--- config.mk ---
export PLATFORM = sky130hd
export DESIGN_NAME = product_bcd_conv_flat
export DESIGN_NICKNAME = d
export VERILOG_FILES = /design/src/rtl/product_bcd_conv_pkg.sv /design/src/rtl/product_bcd_conv_if.sv /design/src/rtl/product_bcd_conv_bcd_to_7seg.sv /design/src/rtl/product_bcd_conv.sv /design/src/flat_wrapper.sv
export SDC_FILE = /design/constraint.sdc
export NUM_CORES = 1
export LEC_CHECK = 0
export ABC_AREA = 1
export CORE_ASPECT_RATIO = 1.4
export CORE_MARGIN = 5
export CORE_UTILIZATION = 49
export CTS_CLUSTER_SIZE = 28
export DETAILED_ROUTE_END_ITERATION = 10
export PLACE_DENSITY = 0.72
export REMOVE_ABC_BUFFERS = 1
export SETUP_SLACK_MARGIN = 0.15
export SLEW_MARGIN = 20
export SYNTH_ARGS = -nofsm -noshare
export SYNTH_HDL_FRONTEND = slang
export SYNTH_HIERARCHICAL = 1
export SYNTH_SLANG_ARGS = --single-unit
export TNS_END_PERCENT = 5
--- constraint.sdc ---
create_clock -name clk -period 1.3 [get_ports clk]
set_input_delay 0.13 -clock clk [delete_from_list [all_inputs] [get_ports clk]]
set_output_delay 0.13 -clock clk [all_outputs]
set_load 0.1 [all_outputs]
--- src/rtl/product_bcd_conv_pkg.sv ---
// -----------------------------------------------------------------------------
// product_bcd_conv_pkg
// Shared definitions for the product-to-BCD converter:
//   - FSM state encoding (IDLE / SHIFT / DONE)
//   - BCD digit width
//   - 7-segment lookup constants, active-high {g,f,e,d,c,b,a}
// No ports; imported by the interface, the top and the segment decoder.
// -----------------------------------------------------------------------------
package product_bcd_conv_pkg;

  localparam int BCD_W = 4;
  localparam int SEG_W = 7;

  typedef enum logic [1:0] {
    ST_IDLE  = 2'd0,
    ST_SHIFT = 2'd1,
    ST_DONE  = 2'd2
  } state_e;

  // Segment patterns for digits 0..9 packed with digit 0 in the LSBs.
  localparam logic [10*SEG_W-1:0] SEG_LUT = {
    7'h6F, 7'h7F, 7'h07, 7'h7D, 7'h6D,
    7'h66, 7'h4F, 7'h5B, 7'h06, 7'h3F
  };
  localparam logic [SEG_W-1:0] SEG_BLANK = 7'h00;
  localparam logic [SEG_W-1:0] SEG_ZERO  = SEG_LUT[SEG_W-1:0];

endpackage

--- src/rtl/product_bcd_conv_if.sv ---
// -----------------------------------------------------------------------------
// product_bcd_conv_if
// Handshake/data bundle between the multiplier side (master) and the BCD
// converter (slave).
//   start : request conversion of din (master -> slave)
//   din   : binary value to convert   (master -> slave)
//   busy  : converter in SHIFT/DONE   (slave -> master)
//   done  : one-cycle pulse, bcd updated (slave -> master)
//   bcd   : packed BCD result, most significant digit in MSB nibble
//   seg   : per-digit 7-segment patterns, only when SEVEN_SEG_EN is defined
// -----------------------------------------------------------------------------
interface product_bcd_conv_if #(
  parameter int DIN_W  = 8,
  parameter int DIGITS = 3
) ();
  logic              start;
  logic [DIN_W-1:0]  din;
  logic              busy;
  logic              done;
  logic [4*DIGITS-1:0] bcd;
`ifdef SEVEN_SEG_EN
  logic [7*DIGITS-1:0] seg;
`endif

  modport master (
    output start,
    output din,
    input  busy,
    input  done,
    input  bcd
`ifdef SEVEN_SEG_EN
    , input seg
`endif
  );

  modport slave (
    input  start,
    input  din,
    output busy,
    output done,
    output bcd
`ifdef SEVEN_SEG_EN
    , output seg
`endif
  );
endinterface

--- src/rtl/product_bcd_conv_bcd_to_7seg.sv ---
// -----------------------------------------------------------------------------
// product_bcd_conv_bcd_to_7seg  (bcd_to_7seg nibble decoder)
// Combinational decode of one BCD nibble into active-high {g,f,e,d,c,b,a}.
// Nibbles above 9 blank the digit.
//   nibble_i : BCD digit
//   seg_o    : segment pattern
// -----------------------------------------------------------------------------
module product_bcd_conv_bcd_to_7seg
  import product_bcd_conv_pkg::*;
(
  input  logic [BCD_W-1:0] nibble_i,
  output logic [SEG_W-1:0] seg_o
);

  always_comb begin
    seg_o = SEG_BLANK;
    if (nibble_i <= 4'd9) begin
      seg_o = SEG_LUT[int'(nibble_i)*SEG_W +: SEG_W];
    end
  end

endmodule

--- src/rtl/product_bcd_conv.sv ---
// -----------------------------------------------------------------------------
// product_bcd_conv
// Sequential double-dabble converter: turns the multiplier's binary product
// into packed BCD, one input bit per clock. Results are held until the next
// conversion completes; partial results never reach the outputs.
// Optional feature macro: SEVEN_SEG_EN adds a registered 7-segment decode.
// Ports:
//   clk   : system clock, all state on posedge
//   reset : synchronous active-high reset
//   bus   : product_bcd_conv_if.slave (start, din, busy, done, bcd[, seg])
// Parameters:
//   DIN_W  : binary input width (one SHIFT cycle per bit)
//   DIGITS : BCD digits out; 10**DIGITS must exceed 2**DIN_W-1
// -----------------------------------------------------------------------------
module product_bcd_conv
  import product_bcd_conv_pkg::*;
#(
  parameter int DIN_W  = 8,
  parameter int DIGITS = 3
) (
  input  logic                clk,
  input  logic                reset,
  product_bcd_conv_if.slave   bus
);

  localparam int SCR_W = BCD_W * DIGITS;
  localparam int CNT_W = $clog2(DIN_W + 1);
  localparam logic [CNT_W-1:0] CNT_INIT = CNT_W'(DIN_W);

  state_e             state_q;
  logic [CNT_W-1:0]   cnt_q;
  logic [DIN_W-1:0]   shreg_q;
  logic [SCR_W-1:0]   scratch_q;
  logic [SCR_W-1:0]   scratch_adj;
  logic               busy_q;
  logic               done_q;
  logic [SCR_W-1:0]   bcd_q;

  // Add-3 correction: a digit of 5..9 would become >=10 after doubling,
  // so pre-bias it so the shift carries into the next digit.
  function automatic logic [BCD_W-1:0] add3_fix(input logic [BCD_W-1:0] d);
    return (d >= 4'd5) ? d + 4'd3 : d;
  endfunction

  always_comb begin
    scratch_adj = scratch_q;
    for (int i = 0; i < DIGITS; i++) begin
      scratch_adj[i*BCD_W +: BCD_W] = add3_fix(scratch_q[i*BCD_W +: BCD_W]);
    end
  end

`ifdef SEVEN_SEG_EN
  logic [SEG_W*DIGITS-1:0] seg_next;
  logic [SEG_W*DIGITS-1:0] seg_q;

  for (genvar g = 0; g < DIGITS; g++) begin : g_seg
    product_bcd_conv_bcd_to_7seg u_dec (
      .nibble_i (scratch_q[g*BCD_W +: BCD_W]),
      .seg_o    (seg_next[g*SEG_W +: SEG_W])
    );
  end

  assign bus.seg = seg_q;
`endif

  // FSM with registered outputs; reset also clears the datapath so a
  // reset mid-conversion leaves nothing stale behind.
  always_ff @(posedge clk) begin
    if (reset) begin
      state_q   <= ST_IDLE;
      cnt_q     <= '0;
      shreg_q   <= '0;
      scratch_q <= '0;
      busy_q    <= 1'b0;
      done_q    <= 1'b0;
      bcd_q     <= '0;
`ifdef SEVEN_SEG_EN
      seg_q     <= {DIGITS{SEG_ZERO}};
`endif
    end else begin
      done_q <= 1'b0;
      case (state_q)
        ST_IDLE: begin
          if (bus.start) begin
            shreg_q   <= bus.din;
            scratch_q <= '0;
            cnt_q     <= CNT_INIT;
            busy_q    <= 1'b1;
            state_q   <= ST_SHIFT;
          end
        end
        ST_SHIFT: begin
          // Correct first, then shift; the top scratch bit falls off,
          // which cannot happen while the DIGITS sizing rule holds.
          {scratch_q, shreg_q} <= {scratch_adj, shreg_q} << 1;
          cnt_q <= cnt_q - CNT_W'(1);
          if (cnt_q == CNT_W'(1)) begin
            state_q <= ST_DONE;
          end
        end
        ST_DONE: begin
          bcd_q   <= scratch_q;
`ifdef SEVEN_SEG_EN
          seg_q   <= seg_next;
`endif
          done_q  <= 1'b1;
          busy_q  <= 1'b0;
          state_q <= ST_IDLE;
        end
        default: begin
          busy_q  <= 1'b0;
          state_q <= ST_IDLE;
        end
      endcase
    end
  end

  assign bus.busy = busy_q;
  assign bus.done = done_q;
  assign bus.bcd  = bcd_q;

endmodule

--- src/flat_wrapper.sv ---
// flat-port wrapper written by rule: the top's interface ports become plain ports
module product_bcd_conv_flat import product_bcd_conv_pkg::*;
#(
  parameter int DIN_W  = 8,
  parameter int DIGITS = 3
)
  (clk, reset, bus_start, bus_din, bus_busy, bus_done, bus_bcd);
  product_bcd_conv_if #(.DIN_W(DIN_W), .DIGITS(DIGITS)) bus_i ();
  input  logic clk;
  input  logic reset;
  input wire logic [$bits(bus_i.start)-1:0] bus_start;
  input wire logic [$bits(bus_i.din)-1:0] bus_din;
  output wire logic [$bits(bus_i.busy)-1:0] bus_busy;
  output wire logic [$bits(bus_i.done)-1:0] bus_done;
  output wire logic [$bits(bus_i.bcd)-1:0] bus_bcd;
  assign bus_i.start = bus_start;
  assign bus_i.din = bus_din;
  assign bus_busy = bus_i.busy;
  assign bus_done = bus_i.done;
  assign bus_bcd = bus_i.bcd;
  product_bcd_conv #(.DIN_W(DIN_W), .DIGITS(DIGITS)) u_core (.clk(clk), .reset(reset), .bus(bus_i));
endmodule
==> results of run 1 <==
[cell usage in the layout, fill, tap and decap left out, drive strengths merged, types with 4 or more instances in the layout]
| master | count |
|---|---|
| a21oi | 32 |
| buf | 31 |
| clkbuf | 6 |
| clkdlybuf4s50 | 10 |
| clkinvlp | 4 |
| dfxtp | 40 |
| ha | 8 |
| inv | 29 |
| nand2 | 62 |
| nand3 | 21 |
| nand4 | 6 |
| nor2 | 19 |
| o21ai | 20 |
[synthesized netlist by cell type]
cell type,n
dfxtp_1,40
nand2_1,53
nand2_4,2
nand4_1,6
nor3_1,1
nand3_4,1
nor2_2,1
o21ai_1,1
buf_4,2
a21oi_2,8
a21oi_1,24
inv_6,1
nand2_2,7
clkbuf_1,2
nand3_1,20
nor2_1,18
o21ai_0,19
buf_2,3
o211ai_1,1
buf_6,1
inv_2,3
buf_12,1
inv_1,26
ha_1,8
[metrics by stage]
step | setup TNS, ns | worst slack [ns] | hold slack (ns)
6_report | 0 | 0.1280 | 0.4113
5_1_grt | 0 | 0.05346 | 0.4477
4_1_cts | 0 | 0.1347 | 0.4041
3_5_place_dp | -2.214 | -0.1599 | 0.4576
3_3_place_gp | -1.392 | -0.09235 | 0.4584
2_1_floorplan | -0.1753 | -0.01593 | 0.1924
[worst min-delay path by stage]
stage          cells after the start                  end
6_report                           3    u_core/shreg_q[0]
5_1_grt                            3    u_core/shreg_q[0]
4_1_cts                            3    u_core/shreg_q[0]
3_5_place_dp                       2    u_core/shreg_q[0]
3_3_place_gp                       2    u_core/shreg_q[0]
2_1_floorplan                      1  u_core/scratch_q[0]
[kinds of logic after synthesis]
family | Yosys count
AOI/OAI and AO/OA | 53
adders and majority gates | 8
buffers and inverters | 39
DFF | 40
and+or+nand+nor | 109
[registers in the layout (all words and copies together), names as in the netlist]
signal,flops
u_core/bus.bcd,12
u_core/scratch_q,12
u_core/shreg_q,8
u_core/state_q,2
u_core/bus.done,1
u_core/bus.busy,1
u_core/cnt_q,4
[timing repair]
item,CTS,global route
buffers inserted,2,2
hold endpoints to repair,0,0
setup endpoints to repair,33,36
gates cloned,3,0
resized for setup,28,32
pin swaps,0,8
[power by group through the flow]
stage	combinational, W	sequential (W)	clock [W]
after detailed placement	0.000418	0.00134	0
after CTS	0.000449	0.00131	0.00102
after floorplan	0.000175	0.00139	0
final	0.000469	0.00131	0.00102
after global placement	0.000410	0.00133	0
after global routing	0.000512	0.00131	0.00107
[routing by layer]
metal,track usage [%],part of all wire (%),wire [µm],vias to the layer above
li1,-,-,-,893
met1,21.14,42,1910,827
met2,30.19,51,2330,50
met3,3.514,5.1,233,10
met4,10.23,2.0,92,0
met5,0,0,0,-
[layout make-up]
cell class	count	area, µm²	area share, %
multi-input cells	170	1002	37.52
inverters	30	140.1	5.246
repair buffers	41	531.8	19.91
flip-flops and latches	40	815.8	30.54
well taps	42	52.55	1.967
clock inverters	2	35.03	1.311
repair inverters	3	21.27	0.7963
clock buffers	6	72.57	2.717
[worst max-delay path, cell delays in order, from the launching register on]
cell     delay (ns)
dfxtp_4        0.38
inv_4          0.08
nand2_4        0.05
buf_4          0.16
nand2_8        0.10
inv_4          0.09
a21oi_2        0.15
nor2_1         0.06
==> reports/results.ini, run 1 <==
[layout]
syn2layout_area_growth_pct = 41.77
fin_nets = 310
insertedDiodeCount = 0
fillCellCount = 282
drive_gt1_share_pct = 34.25
fin_cells = 334
fin_util_pct = 72.67
fin_area_um2 = 2671

[sta]
hold_viol = 0
setup_viol_count_final = 0
worst_clock_skew_ns = 0.01022
post-route-period-util_pct = 90.15
slew_viol_final = 0
max_clock_freq_ghz = 0.8532
max_slew.worst_pin.slew_ns = 0.3617
max_slew_margin_pct = 75.84
fin_crit_ns = 1.172
rsz0062_at_grt = yes

[detailed_routing]
num_vias = 1780
routed_wirelength_um = 4567
drt_iter0_markers = 69
wire_per_inst_um = 13.67
dr.pass1.iters = 4
drt-vias-per-instance = 5.329
drc = 0
ant_nets = 0

[die]
row_count = 26
start_util_pct = 51.26
io_pins = 25
core_area_um2 = 3676
floorplan.die.width_um = 62.41
fp.dieH_um = 83.38
die_area_um2 = 5203

[synth]
synth_top_family_by_area = simple AND/OR/NAND/NOR gates
netlist_instances = 249
synthAdderAreaFrac_pct = 5.312
synth_seq_area_share_pct = 42.50
synth-xor-area-share_pct = 0
synthMuxAreaShare_pct = 0
synth-simple-area-share_pct = 26.49
synth_cell_types = 24
synth_seq_cells = 40
synth_compound_area_share_pct = 15.80
syn_area_um2 = 1884
synth_area_leader_cell = dfxtp_1
synth.avg_cell_area_um2 = 7.567
synth.area.top_cells = dfxtp_1 42%, nand2_1 11%, a21oi_1 6.4%, ha_1 5.3%, nand3_1 5.3%
synth_top_area_share_pct = 42.50
ys_warn_count = 6

[worst_setup_path]
arrival_ns = 1.36
end_kind = flop
path_class = flop to flop
r2r-start = u_core/state_q[1]
cp-startpoint = u_core/state_q[1]
reg2reg_depth = 7
cp_data_required_time_ns = 1.49
regToRegSetupSlack_ns = 0.13
r2r-end = u_core/shreg_q[5]
crit_end = u_core/shreg_q[5]
crit_path_max_fanout = 9
worst_setup_path_start_kind = flop

[placement]
numPortBuffers = 24
gp_congestion = 0.7792
dp_cells = 319
placed_area_um2 = 2359
dp_hpwl_um = 2739

[clock_tree]
clk_latency_ns = 0.30
root_buffer = clkbuf_8
hold_buffers = 0
cts_buffer_depth = 2
cts_tree = yes
cts_made_buffers = 5
htree_levels = 2
clkSinkCount = 40
clk_pin_slew_ns = 0.08

[power]
combPwrFrac_pct = 16.8
p_leak_nw = 1.099
pwr-share-seq_pct = 46.8
internal-power_w = 0.002029
p_sw_w = 0.0007649
power_density_nw_per_um2 = 1046
fin_total_pwr_w = 0.002794
swShare_pct = 27.37
p_clk_share_pct = 36.4
peakVddDrop_uv = 955.8

[grt]
grt_antenna_before_repair = 0
grt_pass1_wl_um = 7803
first_global_vias = 1787
grt_usage_pct = 18.06
grt_overflow = 0
grt_max_degree = 22

[min_path]
hold_class = primary input to flop
min_from = bus_din[0]

[run_status]
status = complete, no violations

[flow_run]
max-cap-violations = 0

(Power assumes the default switching activity.)
==> inputs of run 2 (changes only) <==
--- a/config.mk
+++ b/config.mk
@@ -8,10 +8,11 @@
 export ABC_AREA = 1
 export CORE_ASPECT_RATIO = 1.4
 export CORE_MARGIN = 5
-export CORE_UTILIZATION = 49
+export CORE_UTILIZATION = 30
 export CTS_CLUSTER_SIZE = 28
 export DETAILED_ROUTE_END_ITERATION = 10
-export PLACE_DENSITY = 0.72
+export GPL_TIMING_DRIVEN = 0
+export PLACE_DENSITY = 0.46
 export REMOVE_ABC_BUFFERS = 1
 export SETUP_SLACK_MARGIN = 0.15
 export SLEW_MARGIN = 20
==> constraint.sdc (replaced) <==
create_clock -name clk -period 1.19 [get_ports clk]
set_input_delay 0.119 -clock clk [delete_from_list [all_inputs] [get_ports clk]]
set_output_delay 0.119 -clock clk [all_outputs]
set_load 0.1 [all_outputs]
==> reports/results.ini, run 2 (synthesis results as in run 1) <==
[power]
swShare_pct = 29.73  ; was 27.37%
power_density_nw_per_um2 = 1039  ; was 1046 nW/µm²
p_leak_nw = 1.109  ; was 1.099 nW
combPwrFrac_pct = 16.8  ; about the same
p_sw_w = 0.0008198  ; was 0.0007649 W
peakVddDrop_uv = 505.3  ; was 955.8 µV
internal-power_w = 0.001938  ; was 0.002029 W
pwr-share-seq_pct = 51.7  ; was 46.8%
p_clk_share_pct = 31.6  ; was 36.4%

[sta]
post-route-period-util_pct = 100.1  ; was 90.15%
tns_ns = -0.001614  ; was 0 ns
setup_viol_count_final = 1  ; was 0
holdWs_ns = 0.2437  ; was 0.4113 ns
rsz0062_at_grt = yes  ; unchanged
worst_clock_skew_ns = 0.006290  ; was 0.01022 ns
hold_viol = 0  ; unchanged
max_slew.worst_pin.slew_ns = 0.3460  ; was 0.3617 ns
fin_crit_ns = 1.192  ; was 1.172 ns
slew_viol_final = 0  ; unchanged
fin_ws_ns = -0.001614  ; was 0.1280 ns
max_clock_freq_ghz = 0.8392  ; was 0.8532 GHz
max_slew_margin_pct = 76.93  ; was 75.84%

[die]
start_util_pct = 30.55  ; was 51.26%
die_area_um2 = 7988  ; was 5203 µm²
floorplan.die.width_um = 76.98  ; was 62.41 µm
core_area_um2 = 6168  ; was 3676 µm²
row_count = 34  ; was 26
fp.dieH_um = 103.8  ; was 83.38 µm
io_pins = 25  ; unchanged

[clock_tree]
htree_levels = 2  ; unchanged
root_buffer = clkbuf_8  ; unchanged
clkSinkCount = 40  ; unchanged
hold_buffers = 0  ; unchanged
cts_tree = yes  ; unchanged
clk_latency_ns = 0.29  ; was 0.30 ns
clk_pin_slew_ns = 0.08  ; about the same
cts_made_buffers = 5  ; unchanged
cts_buffer_depth = 2  ; unchanged

[run_status]
status = finished, violations left  ; was complete, no violations
violations = negative setup slack

[detailed_routing]
dr.pass1.iters = 4  ; unchanged
num_vias = 1739  ; was 1,780
dr_wl_met3_um = 141  ; was 233 µm
wl_met1_um = 2041  ; was 1910 µm
routed_wirelength_um = 4886  ; was 4567 µm
dr_wl_met2_um = 2617  ; was 2330 µm
drt-vias-per-instance = 4.804  ; was 5.329
drt_iter0_markers = 83  ; was 69
top_layer_used = met4  ; unchanged
ant_nets = 0  ; unchanged
drc = 0  ; unchanged
wire_per_inst_um = 13.50  ; was 13.67 µm

[worst_setup_path]
cp_data_required_time_ns = 1.40  ; was 1.49 ns
crit_path_max_fanout = 5  ; was 9
path_class = flop to flop  ; unchanged
crit_chain = inv_4, ha_2, nand2_2, buf_6, nand4_1, nand3_1, a21oi_1  ; was inv_4, nand2_4, buf_4, nand2_8, inv_4, a21oi_2, nor2_1
cpMaxStageDelayCell = dfxtp_2  ; was dfxtp_4
cp_top_family = flip-flops  ; unchanged
cp_num_buf_inv = 2  ; was 3
worst_setup_path_start_kind = flop  ; unchanged
cpPeakStageDelay_ns = 0.34  ; was 0.38 ns
arrival_ns = 1.41  ; was 1.36 ns
end_kind = flop  ; unchanged
cp-startpoint = u_core/scratch_q[5]  ; was u_core/state_q[1]
r2r-start = u_core/scratch_q[5]  ; was u_core/state_q[1]

[layout]
fin_nets = 309  ; was 310
insertedDiodeCount = 0  ; unchanged
fin_area_um2 = 2655  ; was 2671 µm²
regArea_um2 = 823.3  ; was 815.8 µm²
multi_input_area_um2 = 1060  ; was 1002 µm²
drive_gt1_share_pct = 35.86  ; was 34.25%
final_common_cell = nand2_1  ; unchanged
fillCellCount = 646  ; was 282
layout_common_cells = 44 x nand2_1, 30 x dfxtp_1, 24 x a21oi_1  ; was 43 x nand2_1, 32 x dfxtp_1, 21 x a21oi_1
syn2layout_area_growth_pct = 40.90  ; was 41.77%

[grt]
grt_max_degree = 23  ; was 22
grt_antenna_before_repair = 0  ; unchanged
grt_overflow = 0  ; unchanged
grt_pass1_wl_um = 7479  ; was 7803 µm
grt_usage_pct = 11.65  ; was 18.06%
first_global_vias = 1567  ; was 1,787

[min_path]
hold_class = primary input to flop  ; unchanged
min_from = reset  ; was bus_din[0]

[flow_run]
max-cap-violations = 0  ; unchanged

[placement]
gp_congestion = 0.7544  ; was 0.7792
numPortBuffers = 24  ; unchanged
placed_area_um2 = 2146  ; was 2359 µm²
place_ws_ns = -1.148  ; was -0.1599 ns
dp_hpwl_um = 2656  ; was 2739 µm

## run 2: cell count changes in the layout (fill, tap and decap cells not counted), sizes merged
cell and delta:
buf -3, clkinv +2, inv -2, bufinv -1
clkbuf +1, clkdlybuf4s50 -1, clkinvlp +1, nor2 +1
## run 2: what timing repair did
item / 4_1_cts / 5_1_grt
buffers inserted: 9 / 5
setup endpoints to repair: 54 / 52
resized for setup: 130 / 71
cloned: 3 / 2
pin swaps: 5 / 12
## run 2: cell type report
| type | instances | area share [%] |
|---|---|---|
| Clock buffer | 6 | 2.733 |
| Clock inverter | 1 | 0.1885 |
| Inverter | 30 | 6.221 |
| Multi-Input combinational cell | 171 | 39.92 |
| Sequential cell | 40 | 31.01 |
| Tap cell | 72 | 3.393 |
| Timing Repair Buffer | 38 | 15.36 |
| Timing Repair inverter | 4 | 1.178 |
## run 2: path summary, 6_finish.rpt
| check | end | slack, ns | cells after the start |
|---|---|---|---|
| worst min register to register | u_core/cnt_q[1] | 0.47 | 2 |
| worst max register to register | u_core/scratch_q[5] | -0.002 | 7 |
| worst max-delay path | u_core/scratch_q[5] | -0.002 | 7 |
| worst min-delay path | u_core/scratch_q[11] | 0.24 | 2 |
## run 2: power by group through the flow
| stage | registers [W] | logic, W | clock network, W |
|---|---|---|---|
| finish | 0.00143 | 0.000462 | 0.000870 |
| global route | 0.00143 | 0.000505 | 0.000974 |
| CTS | 0.00142 | 0.000416 | 0.000919 |
| detailed placement | 0.00145 | 0.000391 | 0 |
| global placement | 0.00145 | 0.000390 | 0 |
| floorplan | 0.00152 | 0.000192 | 0 |
## run 2: per-stage QoR
stage               total power [W]  util, %  cells
floorplan                  0.001713        -    240
global placement           0.001842    34.79    336
detailed placement         0.001844    34.79    336
CTS                        0.002757    38.48    355
global route               0.002911    43.04    362
finish                     0.002758    43.04    362
## run 2: routing by layer
layer	GRT usage [%]	up-vias
li1	-	895
met1	12.85	815
met2	20.78	22
met3	2.951	7
met4	4.914	0
met5	0	-
## run 2: worst register-to-register path: cells and delay by family (launching register included)
kind,cells,cell delay (ns)
AOI/OAI and AO/OA,1,0.14
adders and majority gates,1,0.18
buffers and inverters,2,0.23
DFF,1,0.34
and+or+nand+nor,3,0.23
==> variant 1: new RTL, settings of run 1 <==
`DIN_W` is set to 8 in 3 places; all go to 16.
--- a/src/rtl/product_bcd_conv_if.sv
+++ b/src/rtl/product_bcd_conv_if.sv
@@ -10,7 +10,7 @@
 //   seg   : per-digit 7-segment patterns, only when SEVEN_SEG_EN is defined
 // -----------------------------------------------------------------------------
 interface product_bcd_conv_if #(
-  parameter int DIN_W  = 8,
+  parameter int DIN_W  = 16,
   parameter int DIGITS = 3
 ) ();
   logic              start;
--- a/src/rtl/product_bcd_conv.sv
+++ b/src/rtl/product_bcd_conv.sv
@@ -15,7 +15,7 @@
 module product_bcd_conv
   import product_bcd_conv_pkg::*;
 #(
-  parameter int DIN_W  = 8,
+  parameter int DIN_W  = 16,
   parameter int DIGITS = 3
 ) (
   input  logic                clk,
--- a/src/flat_wrapper.sv
+++ b/src/flat_wrapper.sv
@@ -1,7 +1,7 @@
 // flat-port wrapper written by rule: the top's interface ports become plain ports
 module product_bcd_conv_flat import product_bcd_conv_pkg::*;
 #(
-  parameter int DIN_W  = 8,
+  parameter int DIN_W  = 16,
   parameter int DIGITS = 3
 )
   (clk, reset, bus_start, bus_din, bus_busy, bus_done, bus_bcd);
Interface: changed (resized bus_din); port bits go from 25 to 33. The function was not compared with the original's and may differ.
==> variant 1 against run 1 <==
- combinational power grew 53%
- total power grew 15%
- first-iteration DRC count up 10%
- utilization up 1.8 points
- via count up 18%
- synthesized cell count grew 23%
- hold slack worse by 0.022 ns
- area after synthesis is 16% higher
- final area up 19%
- maximum frequency decreased by 0.83%
- setup slack got worse by 0.0098 ns
- routed wire length increased by 11%
- sequential cell count increased by 9
- critical path type unchanged
- highest routed layer unchanged
==> variant 1: results (changes against run 1) <==
- Static power due to leakage: 1.40 nW (was 1.10 nW)
- Met2 track demand over resource: 32.6% (was 30.2%)
- NumNets Final: 384 (was 310)
- CP Max Fanout: 4 (was 9)
- Global routing met3 resource utilization: 3.52% (was 3.51%)
- Max-slew headroom: 76.0% (was 75.8%)
- Number of DRC markers after the initial detailed-route iteration: 76 (was 69)
- Worst Clk Skew: 0.00768 ns (was 0.0102 ns)
- Buffers on Ports: 32 (was 24)
- Wire length of the first global-routing pass: 8030 um (was 7800 um)
- Leading cell types by count after synthesis: sky130_fd_sc_hd__nand2_1, sky130_fd_sc_hd__dfxtp_1, sky130_fd_sc_hd__inv_1 (unchanged)
- Via count of the first global-routing pass: 1913 (was 1787)
- Result of the run: complete, no violations (unchanged)
- Final estimated routing congestion in global placement: 0.834 (was 0.779)
- Launch point of the worst path: u_core/scratch_q[0] (was u_core/state_q[1])
- Worst slack at placement: -0.0341 ns (was -0.160 ns)
- R2r worst-path depth: 9 (was 7)
- Met1 track demand over resource in global routing: 18.5% (was 21.1%)
- Proportion of synthesized chip area in sequential cells: 44.7% (was 42.5%)
- Synth Area in Adders: 4.56% (was 5.31%)
- Worst Hold Slack: 0.389 ns (was 0.411 ns)
- Total routing usage reported by global routing: 17.3% (was 18.1%)
- Kind of cell with the highest combined delay on the critical path: simple AND/OR/NAND/NOR gates (was flip-flops)
- Placed Cells incl. Taps: 402 (was 319)
- DR vias/cell: 5.03 (was 5.33)
- Layout cell share with drive strength beyond 1: 25.4% (was 34.2%)
- Cell types with the largest area share after synthesis: sky130_fd_sc_hd__dfxtp_1, sky130_fd_sc_hd__nand2_1, sky130_fd_sc_hd__a21oi_1 (unchanged)
- Internal power component: 0.00228 W (was 0.00203 W)
- Routed len/inst: 12.1 um (was 13.7 um)
- Cell count after synthesis: 306 (was 249)
- Time the final worst path needs with I/O delays and setup: 1.18 ns (was 1.17 ns)
- Max rail drop VDD: 0.000975 V (was 0.000956 V)
- Pin count of the biggest net entering global routing: 29 (was 22)
- Number of cells in the finished layout apart from fillers: 418 (was 334)
- Final HPWL DP: 3370 um (was 2740 um)
## variant 1: layout make-up
type	count	area, um^2
Fill cell	346	1090
Clock buffer	7	76.3
Tap cell	60	75.1
Timing Repair Buffer	55	708
Inverter	37	149
Clock inverter	1	7.51
Sequential cell	49	995
Multi-Input combinational cell	209	1170
## variant 1: cells by family after synthesis
| logic type | after synthesis |
|---|---|
| compound gates | 58 |
| fa+ha+maj | 8 |
| buf+inv | 48 |
| flops | 49 |
| simple gates | 143 |
## variant 1: timing repair
| action | 4_1_cts | 5_1_grt |
|---|---|---|
| setup buffers | 2 | 6 |
| endpoints found under the setup margin | 12 | 28 |
| pin swaps | 0 | 12 |
| resized for setup | 18 | 38 |
## variant 1: power by group through the flow
stage                     clock, W  sequential (W)  combinational (W)
after global placement           0         0.00167           0.000689
after CTS                 0.000890         0.00164           0.000706
after detailed placement         0         0.00168           0.000695
after global routing      0.000957         0.00166           0.000778
final                     0.000858         0.00164           0.000717
after floorplan                  0         0.00175           0.000279
## variant 1: routing by layer
layer,vias up,part of all wire [%],wire length (um)
li1,1093,-,-
met1,962,42,2140
met2,39,53,2690
met3,8,2.9,148
met4,0,1.8,89
met5,-,0,0
## variant 1: stage by stage
step                instance area, um^2  util [%]  TNS, ns  total power [W]
floorplan                          2140         -   -0.109          0.00203
global placement                   2860      66.9   -0.107          0.00236
detailed placement                 2860      66.9   -0.182          0.00237
CTS                                3000      70.2        0          0.00324
global route                       3180      74.4        0          0.00339
finish                             3180      74.4        0          0.00322
## variant 1: tightest hold or removal path: stages
cell	delay (ns)
sky130_fd_sc_hd__clkdlybuf4s50_1	0.40
sky130_fd_sc_hd__nand2_1	0.06
sky130_fd_sc_hd__a21oi_1	0.05
==> variant 2: new RTL, flow settings as in run 1 <==
Made on the original files. The 3 states of `state_e` get a one-hot encoding in 3 bits.
--- a/src/rtl/product_bcd_conv_pkg.sv
+++ b/src/rtl/product_bcd_conv_pkg.sv
@@ -11,10 +11,10 @@
   localparam int BCD_W = 4;
   localparam int SEG_W = 7;
 
-  typedef enum logic [1:0] {
-    ST_IDLE  = 2'd0,
-    ST_SHIFT = 2'd1,
-    ST_DONE  = 2'd2
+  typedef enum logic [2:0] {
+    ST_IDLE  = 3'b001,
+    ST_SHIFT = 3'b010,
+    ST_DONE  = 3'b100
   } state_e;
 
   // Segment patterns for digits 0..9 packed with digit 0 in the LSBs.
Behaviour: no difference found for any inputs over 10 cycles, from zero or initial values and one cycle with reset high; not proved beyond that.
==> variant 2 against run 1 <==
- area after synthesis increased by 0.33%
- sequential cell count increased by 1
- setup slack got worse by 0.094 ns
- via count increased by 6.2%
- maximum frequency decreased by 7.4%
- non-clock buffer count increased by 12
- largest cell class unchanged
- final area increased by 1.9%
- total power decreased by 4.0%
- global-route usage increased by 0.31 points
- routed wire length decreased by 1.1%
- synthesized cell count increased by 5.6%
==> variant 2: results (changes against run 1) <==
- Worst setup path endpoint: u_core/scratch_q[4] (was u_core/shreg_q[5])
- Leading cell types by count after synthesis: sky130_fd_sc_hd__nand2_1, sky130_fd_sc_hd__dfxtp_1, sky130_fd_sc_hd__a21oi_1, sky130_fd_sc_hd__nor2_1, sky130_fd_sc_hd__nand3_1 (was sky130_fd_sc_hd__nand2_1, sky130_fd_sc_hd__dfxtp_1, sky130_fd_sc_hd__inv_1)
- Register bit total from synthesis: 41 (was 40)
- Proportion of synthesized chip area in sequential cells: 43.4% (was 42.5%)
- Wire length of the first global-routing pass: 7980 um (was 7800 um)
- Number of DRC markers after the initial detailed-route iteration: 68 (was 69)
- Final HPWL DP: 3020 um (was 2740 um)
- Layout cell share with drive strength beyond 1: 27.9% (was 34.2%)
- Launch point of the worst path: u_core/state_q[1] (unchanged)
- Antenna cells: 0 (unchanged)
- Worst Clk Skew: 0.00222 ns (was 0.0102 ns)
- Tightest Pin Transition: 0.243 ns (was 0.362 ns)
- Cts repair resizes: 19 (was 28)
- Worst slack at placement: -0.0953 ns (was -0.160 ns)
- Reg-to-reg slack, setup: 0.03 ns (was 0.13 ns)
- Root Driver: sky130_fd_sc_hd__clkbuf_8 (unchanged)
- Final estimated routing congestion in global placement: 0.794 (was 0.779)
- Result of the run: complete, no violations (unchanged)
- Number of antenna violations at the first check in global routing: 0 (unchanged)
- Worst path arrival time: 1.49 ns (was 1.36 ns)
- Post-CTS setup buffer count: 6 (was 2)
- Via count of the first global-routing pass: 1834 (was 1787)
- NumNets Final: 330 (was 310)
- Cell types with the largest area share after synthesis: sky130_fd_sc_hd__dfxtp_1, sky130_fd_sc_hd__nand2_1, sky130_fd_sc_hd__a21oi_1 (unchanged)
- Total routing usage reported by global routing: 18.4% (was 18.1%)
- Max stage delay on crit path: 0.36 ns (was 0.38 ns)
- Synthesized-area fraction occupied by ao, oa, aoi and oai cells: 14.0% (was 15.8%)
- Routed len/inst: 12.8 um (was 13.7 um)
- Synth Area in Adders: 5.29% (was 5.31%)
- Netlist cell types: 22 (was 24)
- Synth Area in XOR/XNOR: 0.463% (was 0%)
- Pin count of the biggest net entering global routing: 25 (was 22)
- Time the final worst path needs with I/O delays and setup: 1.27 ns (was 1.17 ns)
- CP Max Fanout: 5 (was 9)
- Cell type of the slowest stage on the worst timing path: sky130_fd_sc_hd__dfxtp_2 (was sky130_fd_sc_hd__dfxtp_4)
- Static power due to leakage: 1.18 nW (was 1.10 nW)
- DR vias/cell: 5.34 (was 5.33)
- Max rail drop VDD: 0.000848 V (was 0.000956 V)
- R2r worst-path depth: 8 (was 7)
[variant 2: cell types whose count changed after synthesis, moves of 2 or more]
cell,change
sky130_fd_sc_hd__o21ai_0,+4
sky130_fd_sc_hd__inv_1,-6
sky130_fd_sc_hd__nand2_2,-6
sky130_fd_sc_hd__a21oi_1,+4
sky130_fd_sc_hd__nand3_1,+4
sky130_fd_sc_hd__nor2_1,+10
sky130_fd_sc_hd__nand2_1,+8
sky130_fd_sc_hd__buf_4,+2
sky130_fd_sc_hd__a21oi_2,-8
sky130_fd_sc_hd__nand2_4,-2
sky130_fd_sc_hd__clkbuf_1,+2
[variant 2: worst max-delay path, delay by kind of cell, from the launching register on]
family        cells  cell delay [ns]
simple gates      5             0.52
buf+inv           3             0.32
flops             1             0.36
[variant 2: worst min-delay path by stage]
| stage | startpoint | cells after the start | endpoint | slack (ns) |
|---|---|---|---|---|
| detailed placement | u_core/scratch_q[11] | 2 | u_core/scratch_q[11] | 0.45 |
| finish | bus_din[0] | 3 | u_core/shreg_q[0] | 0.43 |
| floorplan | reset | 1 | u_core/bus.busy | 0.20 |
| global placement | u_core/shreg_q[0] | 2 | u_core/shreg_q[0] | 0.45 |
| CTS | bus_din[0] | 3 | u_core/shreg_q[0] | 0.41 |
| global route | bus_din[0] | 3 | u_core/shreg_q[0] | 0.44 |
[variant 2: per-layer routing]
layer / GRT usage [%] / routed length, um
met5: 0 / 0
met4: 9.27 / 157
met3: 5.26 / 233
met2: 31.2 / 2330
met1: 20.5 / 1800
[variant 2: cells by family (layout without fill, tap and decap cells)]
group           Yosys count  in the layout
compound gates           53             53
xor+xnor                  1              1
fa+ha+maj                 8              8
buf+inv                  34             83
flops                    41             41
simple gates            126            126
[variant 2: cell type report]
cell class | count | area, um^2
Multi-Input combinational cell | 188 | 995
Tap cell | 42 | 52.6
Clock inverter | 1 | 5.00
Inverter | 22 | 85.1
Clock buffer | 7 | 96.3
Fill cell | 270 | 953
Sequential cell | 41 | 831
Timing Repair Buffer | 53 | 658
[variant 2: per-stage QoR]
| step | hold slack (ns) | utilization, % | area (um^2) | cells | power [W] |
|---|---|---|---|---|---|
| 4_1_cts | 0.411 | 71.7 | 2640 | 350 | 0.00268 |
| 5_1_grt | 0.439 | 74.1 | 2720 | 354 | 0.00281 |
| 2_1_floorplan | 0.199 | - | 1830 | 251 | 0.00156 |
| 3_5_place_dp | 0.453 | 66.0 | 2430 | 336 | 0.00174 |
| 6_report | 0.427 | 74.1 | 2720 | 354 | 0.00268 |
| 3_3_place_gp | 0.448 | 66.0 | 2430 | 336 | 0.00173 |
[variant 2: report_power, final]
group	switching, W	internal, W
registers	0.0000385	0.00131
logic	0.000240	0.000189
clock network	0.000430	0.000480
total	0.000708	0.00198
